**src/rtl/video_pkg.sv**
```systemverilog
// Shared raster timing constants, pixel constants and the sync bundle
// passed through the alignment delay line.
package video_pkg;

  localparam int CNT_W   = 9;
  localparam int CNT_LIM = 512;

  localparam int H_DISPLAY_DEF = 256;
  localparam int H_FRONT_DEF   = 7;
  localparam int H_SYNC_DEF    = 23;
  localparam int H_BACK_DEF    = 23;
  localparam int V_DISPLAY_DEF = 240;
  localparam int V_BOTTOM_DEF  = 14;
  localparam int V_SYNC_DEF    = 3;
  localparam int V_TOP_DEF     = 5;

  localparam logic [31:0] RGB_BLANK = 32'hff000000;
  localparam logic [7:0]  ALPHA     = 8'hff;

  typedef logic [CNT_W-1:0] pos_t;

  typedef struct packed {
    logic hs;
    logic vs;
    logic de;
  } sync_t;

  function automatic logic in_range(pos_t x, pos_t lo, pos_t hi);
    return (x >= lo) && (x <= hi);
  endfunction

endpackage

```
**src/rtl/video_sync_gen_if.sv**
```systemverilog
// Beam position out to the pixel source, colour back in,
// aligned pixel and sync out to the video pins.
interface video_sync_gen_if;
  import video_pkg::*;

  pos_t        hpos;
  pos_t        vpos;
  logic        display_on;
  logic        line_start;
  logic        frame_start;
  logic [7:0]  pix_r;
  logic [7:0]  pix_g;
  logic [7:0]  pix_b;
  logic [31:0] rgb;
  logic        hsync;
  logic        vsync;

  modport master (
    output hpos, vpos, display_on,
    output line_start, frame_start,
    output rgb, hsync, vsync,
    input  pix_r, pix_g, pix_b
  );

  modport slave (
    input  hpos, vpos, display_on,
    input  line_start, frame_start,
    input  rgb, hsync, vsync,
    output pix_r, pix_g, pix_b
  );

endinterface

```
**src/rtl/video_delay_line.sv**
```systemverilog
// Fixed-depth shift register with synchronous active-low clear.
// o_tap is one stage short of o_q so a register fed by it lines up.
module video_delay_line #(
  parameter int DEPTH = 1,
  parameter int WIDTH = 3
) (
  input  logic             clk,
  input  logic             i_clr_n,
  input  logic [WIDTH-1:0] i_d,
  output logic [WIDTH-1:0] o_tap,
  output logic [WIDTH-1:0] o_q
);

  logic [WIDTH-1:0] r_sr [DEPTH];

  // shift one stage per clock, clear all stages on reset
  always_ff @(posedge clk) begin
    if (!i_clr_n) begin
      for (int i = 0; i < DEPTH; i++)
        r_sr[i] <= '0;
    end else begin
      r_sr[0] <= i_d;
      for (int i = 1; i < DEPTH; i++)
        r_sr[i] <= r_sr[i-1];
    end
  end

  if (DEPTH == 1) begin : g_tap_in
    assign o_tap = i_d;
  end else begin : g_tap_sr
    assign o_tap = r_sr[DEPTH-2];
  end

  assign o_q = r_sr[DEPTH-1];

endmodule

```
**src/rtl/video_sync_gen.sv**
```systemverilog
// Raster counters plus output stage that aligns returned colour
// with sync and blanking delayed by the source latency.
module video_sync_gen
  import video_pkg::*;
#(
  parameter int H_DISPLAY = H_DISPLAY_DEF,
  parameter int H_FRONT   = H_FRONT_DEF,
  parameter int H_SYNC    = H_SYNC_DEF,
  parameter int H_BACK    = H_BACK_DEF,
  parameter int V_DISPLAY = V_DISPLAY_DEF,
  parameter int V_BOTTOM  = V_BOTTOM_DEF,
  parameter int V_SYNC    = V_SYNC_DEF,
  parameter int V_TOP     = V_TOP_DEF,
  parameter int SRC_LAT   = 0,
  parameter bit SYNC_POL  = 1'b1
) (
  input logic         clk,
  input logic         reset,
  video_sync_gen_if.master bus
);

  localparam int H_TOTAL =
    H_DISPLAY + H_FRONT + H_SYNC + H_BACK;
  localparam int V_TOTAL =
    V_DISPLAY + V_BOTTOM + V_SYNC + V_TOP;

  if (H_TOTAL > CNT_LIM || V_TOTAL > CNT_LIM ||
      SRC_LAT < 0 || SRC_LAT > 3) begin : g_bad_params
    $error("video_sync_gen: illegal timing parameters");
  end

  localparam pos_t H_MAX  = pos_t'(H_TOTAL - 1);
  localparam pos_t V_MAX  = pos_t'(V_TOTAL - 1);
  localparam pos_t H_VIS  = pos_t'(H_DISPLAY);
  localparam pos_t V_VIS  = pos_t'(V_DISPLAY);
  localparam pos_t HS_ON  = pos_t'(H_DISPLAY + H_FRONT);
  localparam pos_t HS_OFF =
    pos_t'(H_DISPLAY + H_FRONT + H_SYNC - 1);
  localparam pos_t VS_ON  = pos_t'(V_DISPLAY + V_BOTTOM);
  localparam pos_t VS_OFF =
    pos_t'(V_DISPLAY + V_BOTTOM + V_SYNC - 1);

  pos_t        r_hpos;
  pos_t        r_vpos;
  logic [31:0] r_rgb;
  logic        w_de;
  sync_t       w_raw;
  sync_t       w_tap;
  sync_t       w_dly;
  logic        w_unused;

  // beam counters: column every clock, line on column wrap
  always_ff @(posedge clk) begin
    if (!reset) begin
      r_hpos <= '0;
      r_vpos <= '0;
    end else if (r_hpos == H_MAX) begin
      r_hpos <= '0;
      if (r_vpos == V_MAX)
        r_vpos <= '0;
      else
        r_vpos <= r_vpos + 9'd1;
    end else begin
      r_hpos <= r_hpos + 9'd1;
    end
  end

  assign w_de = (r_hpos < H_VIS) && (r_vpos < V_VIS);

  assign w_raw.hs = in_range(r_hpos, HS_ON, HS_OFF);
  assign w_raw.vs = in_range(r_vpos, VS_ON, VS_OFF);
  assign w_raw.de = w_de;

  video_delay_line #(
    .DEPTH (SRC_LAT + 1),
    .WIDTH ($bits(sync_t))
  ) u_dly (
    .clk     (clk),
    .i_clr_n (reset),
    .i_d     (w_raw),
    .o_tap   (w_tap),
    .o_q     (w_dly)
  );

  // pixel register: take source colour only in the visible window
  always_ff @(posedge clk) begin
    if (!reset)
      r_rgb <= RGB_BLANK;
    else if (w_tap.de)
      r_rgb <= {ALPHA, bus.pix_b, bus.pix_g, bus.pix_r};
    else
      r_rgb <= RGB_BLANK;
  end

  assign w_unused = ^{w_tap.hs, w_tap.vs, w_dly.de};

  assign bus.hpos        = r_hpos;
  assign bus.vpos        = r_vpos;
  assign bus.display_on  = w_de;
  assign bus.line_start  = (r_hpos == '0);
  assign bus.frame_start = (r_hpos == '0) && (r_vpos == '0);
  assign bus.rgb         = r_rgb;
  assign bus.hsync       = w_dly.hs ~^ SYNC_POL;
  assign bus.vsync       = w_dly.vs ~^ SYNC_POL;

endmodule

```
**src/flat_wrapper.sv**
```systemverilog
// flat-port wrapper written by rule: the top's interface ports become plain ports
module video_sync_gen_flat import video_pkg::*;
#(
  parameter int H_DISPLAY = H_DISPLAY_DEF,
  parameter int H_FRONT   = H_FRONT_DEF,
  parameter int H_SYNC    = H_SYNC_DEF,
  parameter int H_BACK    = H_BACK_DEF,
  parameter int V_DISPLAY = V_DISPLAY_DEF,
  parameter int V_BOTTOM  = V_BOTTOM_DEF,
  parameter int V_SYNC    = V_SYNC_DEF,
  parameter int V_TOP     = V_TOP_DEF,
  parameter int SRC_LAT   = 0,
  parameter bit SYNC_POL  = 1'b1
)
  (clk, reset, bus_hpos, bus_vpos, bus_display_on, bus_line_start, bus_frame_start, bus_rgb, bus_hsync, bus_vsync, bus_pix_r, bus_pix_g, bus_pix_b);
  video_sync_gen_if bus_i ();
  input logic clk;
  input logic reset;
  output wire logic [$bits(bus_i.hpos)-1:0] bus_hpos;
  output wire logic [$bits(bus_i.vpos)-1:0] bus_vpos;
  output wire logic [$bits(bus_i.display_on)-1:0] bus_display_on;
  output wire logic [$bits(bus_i.line_start)-1:0] bus_line_start;
  output wire logic [$bits(bus_i.frame_start)-1:0] bus_frame_start;
  output wire logic [$bits(bus_i.rgb)-1:0] bus_rgb;
  output wire logic [$bits(bus_i.hsync)-1:0] bus_hsync;
  output wire logic [$bits(bus_i.vsync)-1:0] bus_vsync;
  input wire logic [$bits(bus_i.pix_r)-1:0] bus_pix_r;
  input wire logic [$bits(bus_i.pix_g)-1:0] bus_pix_g;
  input wire logic [$bits(bus_i.pix_b)-1:0] bus_pix_b;
  assign bus_hpos = bus_i.hpos;
  assign bus_vpos = bus_i.vpos;
  assign bus_display_on = bus_i.display_on;
  assign bus_line_start = bus_i.line_start;
  assign bus_frame_start = bus_i.frame_start;
  assign bus_rgb = bus_i.rgb;
  assign bus_hsync = bus_i.hsync;
  assign bus_vsync = bus_i.vsync;
  assign bus_i.pix_r = bus_pix_r;
  assign bus_i.pix_g = bus_pix_g;
  assign bus_i.pix_b = bus_pix_b;
  video_sync_gen #(.H_DISPLAY(H_DISPLAY), .H_FRONT(H_FRONT), .H_SYNC(H_SYNC), .H_BACK(H_BACK), .V_DISPLAY(V_DISPLAY), .V_BOTTOM(V_BOTTOM), .V_SYNC(V_SYNC), .V_TOP(V_TOP), .SRC_LAT(SRC_LAT), .SYNC_POL(SYNC_POL)) u_core (.clk(clk), .reset(reset), .bus(bus_i));
endmodule
```
**config.mk**
```make
export PLATFORM = sky130hd
export DESIGN_NAME = video_sync_gen_flat
export DESIGN_NICKNAME = d
export VERILOG_FILES = /design/src/rtl/video_pkg.sv /design/src/rtl/video_sync_gen_if.sv /design/src/rtl/video_delay_line.sv /design/src/rtl/video_sync_gen.sv /design/src/flat_wrapper.sv
export SDC_FILE = /design/constraint.sdc
export NUM_CORES = 1
export LEC_CHECK = 0
export BUFFER_PORTS_ARGS = -buffer_cell sky130_fd_sc_hd__buf_2
export CORE_MARGIN = 3
export CORE_UTILIZATION = 46
export DETAILED_ROUTE_END_ITERATION = 12
export PLACE_DENSITY = 0.86
export SLEW_MARGIN = 15
export SYNTH_ARGS = -nofsm -noshare
export SYNTH_HDL_FRONTEND = slang
export SYNTH_SLANG_ARGS = --single-unit
```
**constraint.sdc**
```tcl
create_clock -name clk -period 2.34 [get_ports clk]
set_input_delay 0.351 -clock clk [delete_from_list [all_inputs] [get_ports clk]]
set_output_delay 0.351 -clock clk [all_outputs]
set_load 0.1 [all_outputs]
```
==> impl_metrics.json <==
{
  "status": "finished, final reports clean",
  "fill_cells": 290,
  "cp_max_fo": 6,
  "htreeDepth": 2,
  "hold_slack_ns": 0.280,
  "comb_power_share_pct": 21.8,
  "cpMaxStageDelayCell": "buf_2",
  "arrival_ns": 1.79,
  "layout.nets": 285,
  "power_frac_clock_pct": 34.1,
  "fin_crit_sh_pct": 91.5,
  "layout_setup_ws_ns": 0.199,
  "setup_tns_ns": 0,
  "drc": 0,
  "dieHeight_um": 67.6,
  "dp_hpwl_um": 2820,
  "maxCapViolations": 0,
  "grt_pass1_vias": 1304,
  "ys_seq_elements": 44,
  "rsz0062_at_grt": "false",
  "ir_drop_uv": 500,
  "fin_worst_skew_ns": 0.00448,
  "n_antenna_cell": 0,
  "gp_congestion": 0.901,
  "cts_buffers": 5,
  "async_reset_ff_share_pct": 0,
  "slew_viol_final": 0,
  "p_per_area_nw_per_um2": 785,
  "synth.avg_cell_area_um2": 9.59,
  "drt_wl_total_um": 3880,
  "power_leakage_nw": 1.10,
  "clockBufferDepth": 2,
  "initial_core_util_pct": 49.9,
  "die_area_um2": 4570,
  "synth_edf_count": 0,
  "avgViaCountPerCell": 5.01,
  "fin_total_pwr_mw": 1.78,
  "overflow": 0,
  "grt_max_degree": 32,
  "dr.pass1.iters": 4,
  "required_ns": 1.99,
  "dp_slack_ns": 0.471,
  "syn_inst": 182,
  "layout-drive-gt1-share_pct": 38.6,
  "die_x_um": 67.6,
  "ys.flop_type": "dfxtp_1",
  "drt_iter0_markers": 82,
  "power_switching_mw": 0.600,
  "multi_input_area_um2": 793,
  "io_buffer_count": 72,
  "synth_area_um2": 1750,
  "yosys_warnings": 0,
  "min_path_type": "in2reg",
  "max_freq_ghz": 0.467,
  "grt_pass1_wl_um": 5890,
  "area_growth_pct": 30.2,
  "yosysSeqAreaShare_pct": 50.5,
  "clk_latency_ns": 0.30,
  "ant_nets": 0,
  "yosys.cell_types.count": 32,
  "path_clk_slew_ns": 0.08,
  "cp-end-kind": "output port",
  "cts_tree": "built",
  "cpPeakStageDelay_ns": 0.44,
  "relSlewSlack_pct": 51.5,
  "swShare_pct": 33.6,
  "cp-start-kind": "flop",
  "ctsHoldBuffers": 0,
  "cts_resized": 0,
  "clock-root-buffer": "clkbuf_8",
  "num_rows": 21,
  "p_int_mw": 1.18,
  "cts_num_sinks": 44,
  "core_area_um2": 3490,
  "worstMarginPinSlew_ns": 0.725,
  "path_cells": "nor3_1 > and4_4 > nor3b_4 > buf_2",
  "pwr-share-seq_pct": 44.1,
  "path_class": "reg2out",
  "fin_crit_ns": 2.14,
  "seq_area_um2": 895,
  "drt-wirelength-per-cell_um": 12.9,
  "postCtsSetupBuffers": 0,
  "hold_viol": 0,
  "setup-violations-final": 0,
  "grt_use_total_pct": 17.1,
  "antenna_found_initial": 0,
  "via_count": 1502,
  "ioPinCount": 81
}
==> through the flow <==
step / util, % / instance area [um2] / std cells
global placement: 61.5 / 2150 / 292
floorplan: - / 1800 / 189
CTS: 65.0 / 2270 / 300
global route: 65.0 / 2270 / 300
detailed placement: 61.5 / 2150 / 292
finish: 65.0 / 2270 / 300
==> layer usage <==
metal  GRT usage, %  vias up  share of wire [%]
met5              0        -                  0
met4           7.34        0                1.6
met3           4.99        8                 12
met2           27.7       87                 44
met1           21.0      659                 42
li1               -      748                  -
==> state kept, by name, indices dropped and copies added, names as in the netlist <==
signal and count:
u_core.bus.rgb 24, u_core.bus.hpos 9, u_core.bus.vpos 9, u_core.u_dly.r_sr 2
==> critical path: cells and delay by family, from the launching register on <==
family	cells	cell delay [ns]
buffers and inverters	1	0.44
DFF	1	0.35
and+or+nand+nor	3	0.69
==> synthesized netlist by cell type, types with 2 or more instances <==
library cell   n  share of area (%)
nor4b_1        2                1.0
buf_4          8                3.4
nand4_1        4                1.4
nand2_1        7                1.5
clkbuf_1       5                1.1
buf_2          3               0.86
a21boi_0       2               0.86
ha_1           6                4.3
nor3b_1        2               0.86
nand3_1       10                2.9
xor2_1         2                1.0
nor3_1         5                1.4
dfxtp_1       44                 50
and3_1        25                9.0
inv_1          6                1.3
xnor2_1       11                5.5
nor4_1         3                1.1
nor2_1        23                4.9
==> final timing paths <==
kind,start,end,slack [ns],cells past startpoint
hold / removal,bus_pix_b[1],u_core.bus.rgb[17],0.28,2
hold reg to reg,u_core.bus.hpos[0],u_core.bus.hpos[0],0.50,1
setup / recovery,u_core.bus.hpos[5],bus_frame_start,0.20,4
setup reg to reg,u_core.bus.hpos[1],u_core.bus.vpos[5],0.43,6
==> logic make-up after synthesis <==
| logic type | Yosys count | synth area share [%] |
|---|---|---|
| simple gates | 89 | 28.8 |
| flops | 44 | 50.5 |
| buf+inv | 22 | 6.67 |
| xor+xnor | 13 | 6.52 |
| compound gates | 7 | 3.01 |
| fa+ha+maj | 6 | 4.30 |
| other cells | 1 | 0.215 |
==> power groups by stage <==
| stage | combinational [mW] | clock, mW | sequential (mW) |
|---|---|---|---|
| 2_1_floorplan | 0.153 | 0 | 0.995 |
| 3_3_place_gp | 0.389 | 0 | 0.804 |
| 3_5_place_dp | 0.389 | 0 | 0.806 |
| 4_1_cts | 0.390 | 0.621 | 0.788 |
| 5_1_grt | 0.402 | 0.648 | 0.791 |
| 6_report | 0.389 | 0.608 | 0.788 |
==> area by class of cell <==
| class | instances | share of cell area [%] |
|---|---|---|
| Timing Repair Buffer | 73 | 16.9 |
| Clock buffer | 6 | 3.63 |
| Multi-Input combinational cell | 123 | 34.9 |
| Tap cell | 46 | 2.53 |
| Clock inverter | 2 | 1.71 |
| Sequential cell | 44 | 39.4 |
| Inverter | 6 | 0.991 |
==> placed cells by master (no fill, tap or decap), types with 2 or more instances in the layout <==
cell and count:
clkbuf_8 6, nor2_1 23, conb_1 8, and3_1 25
ha_1 6, buf_2 71, dfxtp_2 11, a21boi_0 2
nand3_1 10, inv_1 6, dfxtp_1 33, nor4_1 3
xor2_1 2, nand2_1 7, xnor2_1 11, nand4_1 4
nor4b_1 2, nor3_1 5
Note: power is estimated with default switching activity, not from simulation.
